File: src/rtl/trigger_sched_pkg.sv
// Shared defaults, types and a round-robin helper for the trigger scheduler.
// rr_next mirrors the hardware selection rule for use by models and checkers.
package trigger_sched_pkg;

    localparam int DEF_NUM_REQ     = 4;
    localparam int DEF_CNT_WIDTH   = 8;
    localparam int DEF_DELTA_WIDTH = 2;
    localparam int DEF_IDX_WIDTH   = $clog2(DEF_NUM_REQ);

    typedef logic [DEF_CNT_WIDTH-1:0] cnt_t;
    typedef logic [DEF_IDX_WIDTH-1:0] idx_t;

    typedef enum logic {
        ST_EMPTY = 1'b0,
        ST_FULL  = 1'b1
    } stage_t;

    // First set bit of mask strictly after ptr, wrapping; returns ptr when mask is empty.
    function automatic idx_t rr_next(input idx_t ptr, input logic [DEF_NUM_REQ-1:0] mask);
        idx_t res;
        int   j;
        res = ptr;
        for (int k = DEF_NUM_REQ; k >= 1; k--) begin
            j = (int'(ptr) + k) % DEF_NUM_REQ;
            if (mask[j]) begin
                res = idx_t'(j);
            end
        end
        return res;
    endfunction

endpackage

File: src/rtl/trigger_rr_scheduler_rr_pick.sv
// Combinational round-robin picker: first set bit of mask after ptr, with wrap-around.
// The mask is duplicated so the rotated window is a plain part-select.
module rr_pick #(
    parameter int NUM_REQ   = 4,
    parameter int IDX_WIDTH = $clog2(NUM_REQ)
) (
    input  logic [NUM_REQ-1:0]   mask,
    input  logic [IDX_WIDTH-1:0] ptr,
    output logic                 found,
    output logic [IDX_WIDTH-1:0] idx
);

    localparam logic [IDX_WIDTH:0] NUM_REQ_W = (IDX_WIDTH+1)'(NUM_REQ);

    logic [2*NUM_REQ-1:0] dbl;
    logic [NUM_REQ-1:0]   rot;
    logic [IDX_WIDTH:0]   start;
    logic [IDX_WIDTH:0]   offset;
    logic [IDX_WIDTH:0]   sum;

    assign dbl = {mask, mask};

    always_comb begin
        start = {1'b0, ptr} + {{IDX_WIDTH{1'b0}}, 1'b1};
        if (start >= NUM_REQ_W) begin
            start = '0;
        end
        rot    = dbl[start +: NUM_REQ];
        offset = '0;
        for (int i = NUM_REQ - 1; i >= 0; i--) begin
            if (rot[i]) begin
                offset = i[IDX_WIDTH:0];
            end
        end
        sum = start + offset;
        if (sum >= NUM_REQ_W) begin
            sum = sum - NUM_REQ_W;
        end
        idx   = sum[IDX_WIDTH-1:0];
        found = |mask;
    end

endmodule

File: src/rtl/trigger_rr_scheduler.sv
// Per-source pending-event counters feeding a round-robin selector and a
// one-entry valid/ready grant stage. A grant is debited from its count when loaded.
module trigger_rr_scheduler
    import trigger_sched_pkg::*;
#(
    parameter int  NUM_REQ     = DEF_NUM_REQ,
    parameter int  CNT_WIDTH   = DEF_CNT_WIDTH,
    parameter int  DELTA_WIDTH = DEF_DELTA_WIDTH,
    localparam int IDX_WIDTH   = $clog2(NUM_REQ)
) (
    input  logic                           clk,
    input  logic                           rst_n,
    input  logic [NUM_REQ*DELTA_WIDTH-1:0] req_delta,
    output logic [NUM_REQ-1:0]             req_ready,
    output logic                           grant_valid,
    output logic [IDX_WIDTH-1:0]           grant_idx,
    output logic [NUM_REQ-1:0]             grant_onehot,
    input  logic                           grant_ready,
    output logic                           pending_any
);

    localparam int CNT_MAX   = 2**CNT_WIDTH - 1;
    localparam int DELTA_MAX = 2**DELTA_WIDTH - 1;
    localparam logic [CNT_WIDTH:0]   CNT_MAX_W   = (CNT_WIDTH+1)'(CNT_MAX);
    localparam logic [CNT_WIDTH-1:0] READY_LIMIT = CNT_WIDTH'(CNT_MAX - DELTA_MAX);
    localparam logic [IDX_WIDTH-1:0] PTR_RESET   = IDX_WIDTH'(NUM_REQ - 1);

    stage_t                            state_reg, state_next;
    logic [NUM_REQ-1:0][CNT_WIDTH-1:0] count_reg, count_next;
    logic [NUM_REQ-1:0][CNT_WIDTH:0]   avail;
    logic [NUM_REQ-1:0]                eligible;
    logic [NUM_REQ-1:0]                take;
    logic [NUM_REQ-1:0]                ready_next;
    logic [NUM_REQ-1:0]                req_ready_reg;
    logic [NUM_REQ-1:0]                grant_onehot_reg;
    logic [IDX_WIDTH-1:0]              rr_ptr_reg, grant_idx_reg, pick_idx;
    logic                              pick_found, load, pending_any_reg;

    // Same-cycle deltas are counted before eligibility, so a fresh event can be granted at once.
    generate
        for (genvar gi = 0; gi < NUM_REQ; gi++) begin : g_src
            logic [CNT_WIDTH:0] remain;
            assign avail[gi]    = {1'b0, count_reg[gi]}
                                + (CNT_WIDTH+1)'(req_delta[gi*DELTA_WIDTH +: DELTA_WIDTH]);
            assign eligible[gi] = (avail[gi] != '0);
            assign take[gi]     = load && (pick_idx == IDX_WIDTH'(gi));
            assign remain       = avail[gi] - (CNT_WIDTH+1)'(take[gi]);
            assign count_next[gi] = (remain > CNT_MAX_W) ? CNT_WIDTH'(CNT_MAX)
                                                         : remain[CNT_WIDTH-1:0];
            assign ready_next[gi] = (count_next[gi] <= READY_LIMIT);
        end
    endgenerate

    rr_pick #(
        .NUM_REQ   (NUM_REQ),
        .IDX_WIDTH (IDX_WIDTH)
    ) u_rr_pick (
        .mask  (eligible),
        .ptr   (rr_ptr_reg),
        .found (pick_found),
        .idx   (pick_idx)
    );

    assign grant_valid = (state_reg == ST_FULL);
    assign load        = (!grant_valid || grant_ready) && pick_found;

    always_comb begin
        state_next = state_reg;
        case (state_reg)
            ST_EMPTY: if (load) state_next = ST_FULL;
            ST_FULL:  if (grant_ready) state_next = load ? ST_FULL : ST_EMPTY;
            default:  state_next = ST_EMPTY;
        endcase
    end

    always_ff @(posedge clk) begin
        if (!rst_n) begin
            state_reg        <= ST_EMPTY;
            count_reg        <= '0;
            rr_ptr_reg       <= PTR_RESET;
            grant_idx_reg    <= '0;
            grant_onehot_reg <= '0;
            req_ready_reg    <= '1;
            pending_any_reg  <= 1'b0;
        end else begin
            state_reg       <= state_next;
            count_reg       <= count_next;
            req_ready_reg   <= ready_next;
            pending_any_reg <= |count_next;
            if (load) begin
                rr_ptr_reg       <= pick_idx;
                grant_idx_reg    <= pick_idx;
                grant_onehot_reg <= NUM_REQ'(1) << pick_idx;
            end else if (grant_ready) begin
                grant_onehot_reg <= '0;
            end
        end
    end

    assign req_ready    = req_ready_reg;
    assign grant_idx    = grant_idx_reg;
    assign grant_onehot = grant_onehot_reg;
    assign pending_any  = pending_any_reg;

endmodule

File: config.mk
export PLATFORM = sky130hd
export DESIGN_NAME = trigger_rr_scheduler
export DESIGN_NICKNAME = d
export VERILOG_FILES = /design/src/rtl/trigger_sched_pkg.sv /design/src/rtl/trigger_rr_scheduler_rr_pick.sv /design/src/rtl/trigger_rr_scheduler.sv
export SDC_FILE = /design/constraint.sdc
export NUM_CORES = 1
export LEC_CHECK = 0
export CAP_MARGIN = 0
export CORE_UTILIZATION = 40
export DETAILED_ROUTE_END_ITERATION = 10
export PLACE_DENSITY = 0.69
export SETUP_SLACK_MARGIN = 0.02
export SYNTH_ARGS = -nofsm -noshare
export SYNTH_HDL_FRONTEND = slang
export SYNTH_SLANG_ARGS = --single-unit
export TNS_END_PERCENT = 1
File: constraint.sdc
create_clock -name clk -period 8.41 [get_ports clk]
set_input_delay 1.682 -clock clk [delete_from_list [all_inputs] [get_ports clk]]
set_output_delay 1.682 -clock clk [all_outputs]
set_load 0.03 [all_outputs]
==> results.ini <==
[cts]
clockBufferDepth = 2
cts_tree = built
cts_buffers = 5
clk-insertion-delay-late_ps = 290
cts_sinks = 46
cts_resized = 0
htreeDepth = 2
cts_setup_buffers = 0
clkSlewWorstSetupHoldPaths_ps = 80
hold_buffers = 0
cts-root-buf = clkbuf_8

[status]
status = completed

[sta]
min_period_over_period = 0.9209
worst_clock_skew_ps = 3.434
tns_ps = 0
setup_viol_count_final = 0
drv_slew = 0
clock.fmax_ghz = 0.1291
worst_pin_slew_ps = 700.0
layout_min_cycle_time_ps = 7745
slew_headroom = 0.5333
hold_viol_final = 0
rsz0062_at_grt = false
whs_ps = 473.5

[place]
detailed_place_hpwl_um = 6560
post_dp_cell_area_mm2 = 0.003877
portBuffers = 22
gp_congestion = 0.8768

[synthesis]
synth_edf_count = 0
synth_top_area_cell = dfxtp_1
netlist_instances = 439
ys_warn_count = 0
ys_top_cells_by_area = dfxtp_1, ha_1, xnor2_1, a21oi_1, nor2_1
yosys.area.top_type_share = 0.2563
synthDistinctLibCells = 78
syn-num-nets = 472
syn-cell-area_mm2 = 0.003593
synth-seq-cells = 46
syn_area_per_cell_um2 = 8.186
synth_flop_cell = dfxtp_1
yosysSeqAreaShare = 0.2563
async_flop_share = 0

[floorplanning]
floorplan.initialDensity = 0.4121
chipWidth_um = 96.78
die-area_mm2 = 0.009366
core-area_mm2 = 0.008721
io_pins = 23
rows = 34
fp.dieH_um = 96.78

[setup_path]
critPathKind = input pin to register
cp.arrival_ps = 7920
startpoint_type = input pin
endpoint_kind = register
critPathMaxFanout = 9
worstPathRequired_ps = 8580

[drt]
routedWlPerCell_um = 14.84
ant_nets = 0
drt_first_pass_iters = 5
drt_iter0_drc = 170
vias_per_cell = 5.715
num_vias = 3206
wirelength_um = 8326
route.detailed.drc = 0

[layout]
largest_reg_flops = 32
nets = 485
post_route_cells_drive_above_1_share = 0.07285
fin_util = 0.4568
final_area_mm2 = 0.003984
syn2layout_area_growth_pct = 10.86
num-fill-cells = 850
diodes = 0

[global_route]
grt_max_degree = 24
antenna_found_initial = 0
grt.total_usage = 0.1833
overflow = 0
grt_pass1_wl_um = 14360
grt_pass1_vias = 3084

[flow_run]
drv_cap = 0

[power_and_ir_drop]
p_per_area_mw_per_mm2 = 420.1
peakVddDrop_mv = 0.1842
leakage_nw = 1.559

[min_path]
min_path_type = register to register

-- where the power goes --
part,internal [mW],switching (mW),total [mW],leakage (nW)
Combinational,0.472,0.645,1.12,1.13
Sequential,0.299,0.0965,0.395,0.377
Clock,0.0890,0.0715,0.160,0.0524
Total,0.860,0.813,1.67,1.56
-- per-stage QoR --
step	std cells	power (mW)	setup slack [ps]
global route	561	1.834	205.4
floorplan	439	1.252	1433
CTS	561	1.669	672.4
finish	561	1.673	665.1
global placement	553	1.478	538.8
detailed placement	553	1.503	355.5
-- cells in the mapped netlist (5+ instances only) --
cell,number
a21oi_1,32
a31oi_1,6
and2_1,11
and3_1,6
buf_2,5
clkbuf_1,10
dfxtp_1,46
ha_1,18
inv_1,26
mux2_2,6
mux2i_1,6
nand2_1,26
nand2b_1,6
nand3_1,19
nand4_1,8
nor2_1,41
nor3_1,15
nor3b_1,5
nor4_1,5
o21ai_0,9
or3_1,5
xnor2_1,21
xor2_1,15
-- worst max-delay path, stage by stage --
cell and delay, ps:
clkdlybuf4s50_1 460, ha_1 180, inv_1 60, fa_1 480
and4b_1 420, nand2_1 200, o2111ai_1 220, or2_0 370
nor3_1 100, a31oi_1 160, a21oi_1 80, or3_1 370
ha_1 260, xor2_2 340, and3_1 240, ha_1 260
ha_1 210, xnor3_1 260, nor3_1 200, and4_1 220
nand4_1 90, or4b_1 510, nor4b_1 240, and4b_1 230
a31oi_1 80
-- metal layers --
metal	wire (µm)	up-vias	GRT usage
met4	85	0	0.04707
met2	3950	61	0.3066
met3	289	7	0.02818
li1	-	1621	-
met1	4000	1517	0.2462
met5	0	-	0
-- cell families (layout without fill, tap and decap cells) --
group | after synthesis | count (layout) | synth area share
simple gates | 178 | 178 | 0.2758
compound gates | 99 | 99 | 0.1978
flops | 46 | 46 | 0.2563
buf+inv | 44 | 58 | 0.05118
xor+xnor | 38 | 38 | 0.09854
fa+ha+maj | 22 | 22 | 0.08496
mux | 12 | 12 | 0.03551
-- final cells by class --
cell class              count  area (µm²)  area share
inverters                  26       97.59     0.02450
repair buffers             24       235.2     0.05905
flip-flops and latches     46       920.9      0.2312
clock inverters             1       30.03    0.007538
multi-input cells         349        2489      0.6247
clock buffers               7       76.32     0.01916
well taps                 108       135.1     0.03392
-- layout by cell type, fill, tap and decap left out, types with 4 or more instances in the layout --
master / count
ha_1: 18
and3_1: 6
nand2b_1: 6
inv_1: 26
mux2_2: 6
and4b_1: 4
dfxtp_1: 46
nor3_1: 15
or3_1: 5
and2_1: 11
mux2i_1: 6
fa_1: 4
xor2_1: 15
nand3_1: 19
clkdlybuf4s50_1: 22
nor4_1: 5
o2111ai_1: 4
nand2_1: 26
clkbuf_8: 5
o21ai_0: 9
nand4_1: 8
and3b_1: 4
nor2_1: 41
a31oi_1: 6
a21oi_1: 32
nor3b_1: 5
xnor2_1: 21
-- final timing paths --
path	slack, ps	endpoint	cells after the start	from
max	670	pending_any	25	req_delta[6]
min	470	grant_onehot[2]	1	grant_onehot[2]
max reg2reg	2200	pending_any	24	count_reg[24]
min reg2reg	470	grant_onehot[2]	1	grant_onehot[2]
Power figures use the tool's default switching activity.
